$ cat src/rtl/periph_bus_ctrl.sv
// Peripheral bus controller: one outstanding CPU load/store to PLIC, GPIO or UART.
// Decodes addr[31:28], waits for the selected slave's ready, and reports data or an error.
//
// Ports
//   clk, rst                     rising-edge clock, synchronous active-high reset
//   cpu_req/we/addr/wdata/wstrb  CPU request, sampled only while idle
//   cpu_ready/rdata/err          one-cycle completion pulse with its data and error flag
//   bus_en/we/addr/wdata/wstrb   shared slave bus, held stable while an access is active
//   plic_sel/gpio_sel/uart_sel   one-hot slave selects
//   *_ready, *_rdata             per-slave completion and read data
//   err_addr                     address of the most recent errored access
module periph_bus_ctrl #(
    parameter int unsigned TIMEOUT_CYC = 16
) (
    input  logic        clk,
    input  logic        rst,
    input  logic        cpu_req,
    input  logic        cpu_we,
    input  logic [31:0] cpu_addr,
    input  logic [31:0] cpu_wdata,
    input  logic [3:0]  cpu_wstrb,
    output logic        cpu_ready,
    output logic [31:0] cpu_rdata,
    output logic        cpu_err,
    output logic        bus_en,
    output logic        bus_we,
    output logic [31:0] bus_addr,
    output logic [31:0] bus_wdata,
    output logic [3:0]  bus_wstrb,
    output logic        plic_sel,
    output logic        gpio_sel,
    output logic        uart_sel,
    input  logic        plic_ready,
    input  logic [31:0] plic_rdata,
    input  logic        gpio_ready,
    input  logic [31:0] gpio_rdata,
    input  logic        uart_ready,
    input  logic [31:0] uart_rdata,
    output logic [31:0] err_addr
);

    localparam int unsigned TW = $clog2(TIMEOUT_CYC);
    localparam logic [TW-1:0] TMAX = TW'(TIMEOUT_CYC - 1);

    typedef enum logic [1:0] {
        S_IDLE,
        S_ACCESS,
        S_RESP
    } state_e;

    typedef enum logic [1:0] {
        R_NONE,
        R_PLIC,
        R_GPIO,
        R_UART
    } region_e;

    state_e        state_q;
    logic [TW-1:0] timer_q;
    logic          cpu_ready_q;
    logic [31:0]   cpu_rdata_q;
    logic          cpu_err_q;
    logic          bus_en_q;
    logic          bus_we_q;
    logic [31:0]   bus_addr_q;
    logic [31:0]   bus_wdata_q;
    logic [3:0]    bus_wstrb_q;
    logic          plic_sel_q;
    logic          gpio_sel_q;
    logic          uart_sel_q;
    logic [31:0]   err_addr_q;

    region_e       region_d;
    logic          slv_ready_d;
    logic [31:0]   slv_rdata_d;

    // Region of the incoming request.
    always_comb begin
        region_d = R_NONE;
        unique case (cpu_addr[31:28])
            4'h3:    region_d = R_PLIC;
            4'h4:    region_d = R_GPIO;
            4'h6:    region_d = R_UART;
            default: region_d = R_NONE;
        endcase
    end

    // Only the selected slave is observed; the others may toggle freely.
    always_comb begin
        slv_ready_d = 1'b0;
        slv_rdata_d = '0;
        unique case (1'b1)
            plic_sel_q: begin
                slv_ready_d = plic_ready;
                slv_rdata_d = plic_rdata;
            end
            gpio_sel_q: begin
                slv_ready_d = gpio_ready;
                slv_rdata_d = gpio_rdata;
            end
            uart_sel_q: begin
                slv_ready_d = uart_ready;
                slv_rdata_d = uart_rdata;
            end
            default: begin
                slv_ready_d = 1'b0;
                slv_rdata_d = '0;
            end
        endcase
    end

    always_ff @(posedge clk) begin
        if (rst) begin
            state_q     <= S_IDLE;
            timer_q     <= '0;
            cpu_ready_q <= 1'b0;
            cpu_rdata_q <= '0;
            cpu_err_q   <= 1'b0;
            bus_en_q    <= 1'b0;
            bus_we_q    <= 1'b0;
            bus_addr_q  <= '0;
            bus_wdata_q <= '0;
            bus_wstrb_q <= '0;
            plic_sel_q  <= 1'b0;
            gpio_sel_q  <= 1'b0;
            uart_sel_q  <= 1'b0;
            err_addr_q  <= '0;
        end else begin
            // Response outputs are a single-cycle pulse; zero otherwise.
            cpu_ready_q <= 1'b0;
            cpu_rdata_q <= '0;
            cpu_err_q   <= 1'b0;

            unique case (state_q)
                S_IDLE: begin
                    if (cpu_req) begin
                        bus_we_q    <= cpu_we;
                        bus_addr_q  <= cpu_addr;
                        bus_wdata_q <= cpu_wdata;
                        bus_wstrb_q <= cpu_we ? cpu_wstrb : 4'b0000;
                        timer_q     <= '0;
                        if (region_d == R_NONE) begin
                            // Unmapped: answer directly, never touch the bus.
                            state_q     <= S_RESP;
                            cpu_ready_q <= 1'b1;
                            cpu_err_q   <= 1'b1;
                            err_addr_q  <= cpu_addr;
                        end else begin
                            state_q    <= S_ACCESS;
                            bus_en_q   <= 1'b1;
                            plic_sel_q <= (region_d == R_PLIC);
                            gpio_sel_q <= (region_d == R_GPIO);
                            uart_sel_q <= (region_d == R_UART);
                        end
                    end
                end

                S_ACCESS: begin
                    // Ready is checked first so it wins over the timeout.
                    if (slv_ready_d) begin
                        state_q     <= S_RESP;
                        bus_en_q    <= 1'b0;
                        plic_sel_q  <= 1'b0;
                        gpio_sel_q  <= 1'b0;
                        uart_sel_q  <= 1'b0;
                        cpu_ready_q <= 1'b1;
                        cpu_rdata_q <= bus_we_q ? 32'h0 : slv_rdata_d;
                    end else if (timer_q == TMAX) begin
                        state_q     <= S_RESP;
                        bus_en_q    <= 1'b0;
                        plic_sel_q  <= 1'b0;
                        gpio_sel_q  <= 1'b0;
                        uart_sel_q  <= 1'b0;
                        cpu_ready_q <= 1'b1;
                        cpu_err_q   <= 1'b1;
                        err_addr_q  <= bus_addr_q;
                    end else begin
                        timer_q <= timer_q + 1'b1;
                    end
                end

                S_RESP: begin
                    state_q <= S_IDLE;
                end

                default: begin
                    state_q <= S_IDLE;
                end
            endcase
        end
    end

    assign cpu_ready = cpu_ready_q;
    assign cpu_rdata = cpu_rdata_q;
    assign cpu_err   = cpu_err_q;
    assign bus_en    = bus_en_q;
    assign bus_we    = bus_we_q;
    assign bus_addr  = bus_addr_q;
    assign bus_wdata = bus_wdata_q;
    assign bus_wstrb = bus_wstrb_q;
    assign plic_sel  = plic_sel_q;
    assign gpio_sel  = gpio_sel_q;
    assign uart_sel  = uart_sel_q;
    assign err_addr  = err_addr_q;

endmodule

$ cat config.mk
export PLATFORM = sky130hd
export DESIGN_NAME = periph_bus_ctrl
export DESIGN_NICKNAME = d
export VERILOG_FILES = /design/src/rtl/periph_bus_ctrl.sv
export SDC_FILE = /design/constraint.sdc
export NUM_CORES = 1
export LEC_CHECK = 0
export CAP_MARGIN = 20
export CORE_UTILIZATION = 38
export CTS_CLUSTER_SIZE = 10
export DETAILED_ROUTE_END_ITERATION = 12
export PLACE_DENSITY = 0.9
export SLEW_MARGIN = 20
export SYNTH_ARGS = -nofsm -noshare
export SYNTH_HDL_FRONTEND = slang
export SYNTH_SLANG_ARGS = --single-unit
$ cat constraint.sdc
create_clock -name clk -period 2.5 [get_ports clk]
set_clock_uncertainty 0.2 [all_clocks]
set_input_delay 0.25 -clock clk [delete_from_list [all_inputs] [get_ports clk]]
set_output_delay 0.25 -clock clk [all_outputs]
set_load 0.005 [all_outputs]
==> results.py <==
metrics = {
    "synthesis": {
        "yosys.area_share.adder_pct": 0.2291,
        "synth_xor_area_share_pct": 0,
        "synth_edf_count": 0,
        "synth-seq-cells": 145,
        "synth_top_cell_by_area": "dfxtp_1",
        "syn_inst": 626,
        "syn_avg_cell_area_um2": 8.724,
        "yosysWarnings": 0,
        "synth_nets": 798,
        "synthMuxAreaShare_pct": 0,
        "synth_area_leaders": "dfxtp_1, a21oi_1, nand2_1",
        "yosysTopAreaCellShare_pct": 53.15,
        "netlist_top_cells_count": "dfxtp_1, nand2_1, a21oi_1, clkbuf_1",
        "ys_async_sr_fraction_pct": 0,
        "netlist_area_mm2": 0.005461,
        "synth_cell_types": 35,
        "yosysSeqAreaShare_pct": 53.15,
        "post-synth-top-count-cell": "dfxtp_1",
        "dominantRegCellSynth": "dfxtp_1",
        "synth_compound_area_share_pct": 24.72,
        "synth-simple-area-share_pct": 15.40,
        "synth_top_family_by_area": "compound AO/OA/AOI/OAI gates",
    },
    "clocking": {
        "path_clk_slew_ns": 0.06,
        "cts_hold_buf": 1,
        "cts_tree": "yes",
        "numCtsBuffers": 17,
        "cts_setup_buffers": 0,
        "h-tree-depth": 4,
        "clk_path_buf_depth": 2,
        "post_cts_resized": 0,
        "cts_sinks": 145,
        "insertion_delay_ns": 0.41,
        "cts_root_buf": "clkbuf_16",
    },
    "sta": {
        "report.final.hold_viol_count": 0,
        "worstMarginPinSlew_ns": 0.4661,
        "setup_violations": 0,
        "fin_ws_ns": 0.3465,
        "rsz0062_at_grt": "false",
        "clock.fmax_mhz": 464.4,
        "max_slew_margin_pct": 68.93,
        "fin_crit_ns": 2.154,
        "whs_ns": 0.1793,
        "fin_tns_setup_ns": 0,
        "slew_viol_final": 0,
        "final.period_utilization_pct": 86.14,
    },
    "global_routing": {
        "grt_pass1_vias": 5742,
        "grt_first_pass_wirelength_um": 29170,
        "grt_overflow_total": 0,
        "grt_max_degree": 70,
        "gr-usage-all-layers_pct": 25.82,
        "antenna_found_initial": 4,
    },
    "route": {
        "dr.pass1.iters": 8,
        "viasPerCell": 5.311,
        "drt_iter0_drc": 413,
        "vias": 5900,
        "drc_errors": 0,
        "routed_wl_um": 19450,
        "post_drt_wl_per_cell_um": 17.51,
        "antenna_left": 0,
    },
    "power": {
        "power.leakage_nw": 3.403,
        "total_power_w": 0.006016,
        "p_per_area_mw_per_mm2": 643.6,
        "ir_drop_mv": 0.5103,
    },
    "final_layout": {
        "fin_nets": 1088,
        "nFillCells": 1066,
        "fin_util_pct": 67.08,
        "drive_gt1_share_pct": 8.954,
        "area_delta_synth_final_pct": 71.16,
    },
    "floorplanning": {
        "rows": 43,
        "core-area_mm2": 0.01393,
        "die_area_mm2": 0.01486,
        "die_x_um": 121.9,
        "fp.dieH_um": 121.9,
        "ioPinCount": 310,
        "start_util_pct": 39.19,
    },
    "placed_design": {
        "portBuffers": 309,
        "dp_slack_ns": 0.08779,
        "gp_congestion": 0.8111,
        "hpwl_um": 13700,
    },
    "setup_path": {
        "arrival_ns": 1.70,
        "crit_path_end_kind": "output port",
        "cp_max_fo": 34,
        "crit_type": "flop to output port",
        "start_kind": "flop",
        "worst_ep_required_time_ns": 2.05,
    },
    "run": {
        "cap_violations": 0,
    },
    "run_status": {
        "status": "finished, final reports clean",
    },
    "min_path": {
        "worstHoldPathType": "primary input to flop",
    },
}
registers in the layout (all words and copies together) (netlist names):
name / count
bus_en: 1
cpu_ready: 1
bus_wstrb: 4
plic_sel: 1
bus_wdata: 32
state_q: 2
bus_we: 1
cpu_err: 1
gpio_sel: 1
timer_q: 4
uart_sel: 1
err_addr: 32
cpu_rdata: 32
bus_addr: 32
final timing paths:
check	from	endpoint	slack [ns]	depth (start not counted)
worst max-delay path	uart_sel	uart_sel	0.35	2
worst min-delay path	cpu_wdata[30]	bus_wdata[30]	0.18	3
worst max register to register	uart_sel	err_addr[4]	0.46	6
worst min register to register	bus_wdata[14]	bus_wdata[14]	0.25	2
critical path, cell delays in order (launching register included):
cell and delay (ns):
dfxtp_1 0.33, buf_4 0.36, clkdlybuf4s50_1 0.58
power breakdown:
group,total [W],leakage (nW),switching [W],internal [W]
combinational,0.000946,1.92,0.000368,0.000577
clock,0.00255,0.292,0.000943,0.00161
sequential,0.00252,1.19,0.0000795,0.00244
layer usage:
layer  wire length [µm]  track usage, %  part of all wire (%)  vias to the layer above
met1               7223           26.69                    37                     2784
li1                   -               -                     -                     2794
met4                631           13.04                   3.2                        0
met3               1844           9.316                   9.5                       39
met2               9752           45.69                    50                      283
met5                  0               0                     0                        -
cell families (layout without fill, tap and decap cells):
family                   count (synthesis)  in the layout
AO/OA/AOI/OAI                          188            188
adder cells (fa/ha/maj)                  1              1
AND/OR/NAND/NOR                        203            203
flip-flops                             145            145
buffers and inverters                   89            390
other                                    0              4
cells in the final DEF, fill, tap and decap left out, drive strengths merged, types with 2 or more instances in the layout:
cell type      Yosys  routed
nand2b             4       4
a21boi             2       2
o221a             32      32
clkinv             0       5
or4                3       3
inv               35      36
clkbuf            42      20
o32ai              2       2
dfxtp            145     145
nor2              35      35
and3               2       2
o21ai              2       2
diode              0       4
buf               12      16
nand2            140     140
bufinv             0       3
a222oi            33      33
clkdlybuf4s50      0     308
a21oi            107     107
a21o               2       2
or3b               2       2
nand3              9       9
a211oi             3       3
or3                2       2
layout make-up:
class                      count  area (µm²)  share of cell area [%]
tap                          180       225.2                   2.409
antenna                        4       10.01                  0.1071
clock buffer                  20       456.7                   4.886
timing repair buffer         325        3276                   35.04
multi-input combinational    392        2211                   23.65
sequential                   145        2903                   31.05
clock inverter                10       135.1                   1.446
inverter                      35       131.4                   1.405
through the flow:
stage / instances / area (µm²)
floorplan: 626 / 5461
global placement: 1076 / 8736
detailed placement: 1076 / 8736
CTS: 1107 / 9338
global route: 1111 / 9348
finish: 1111 / 9348
No activity file was read; power rests on OpenSTA's default activity.
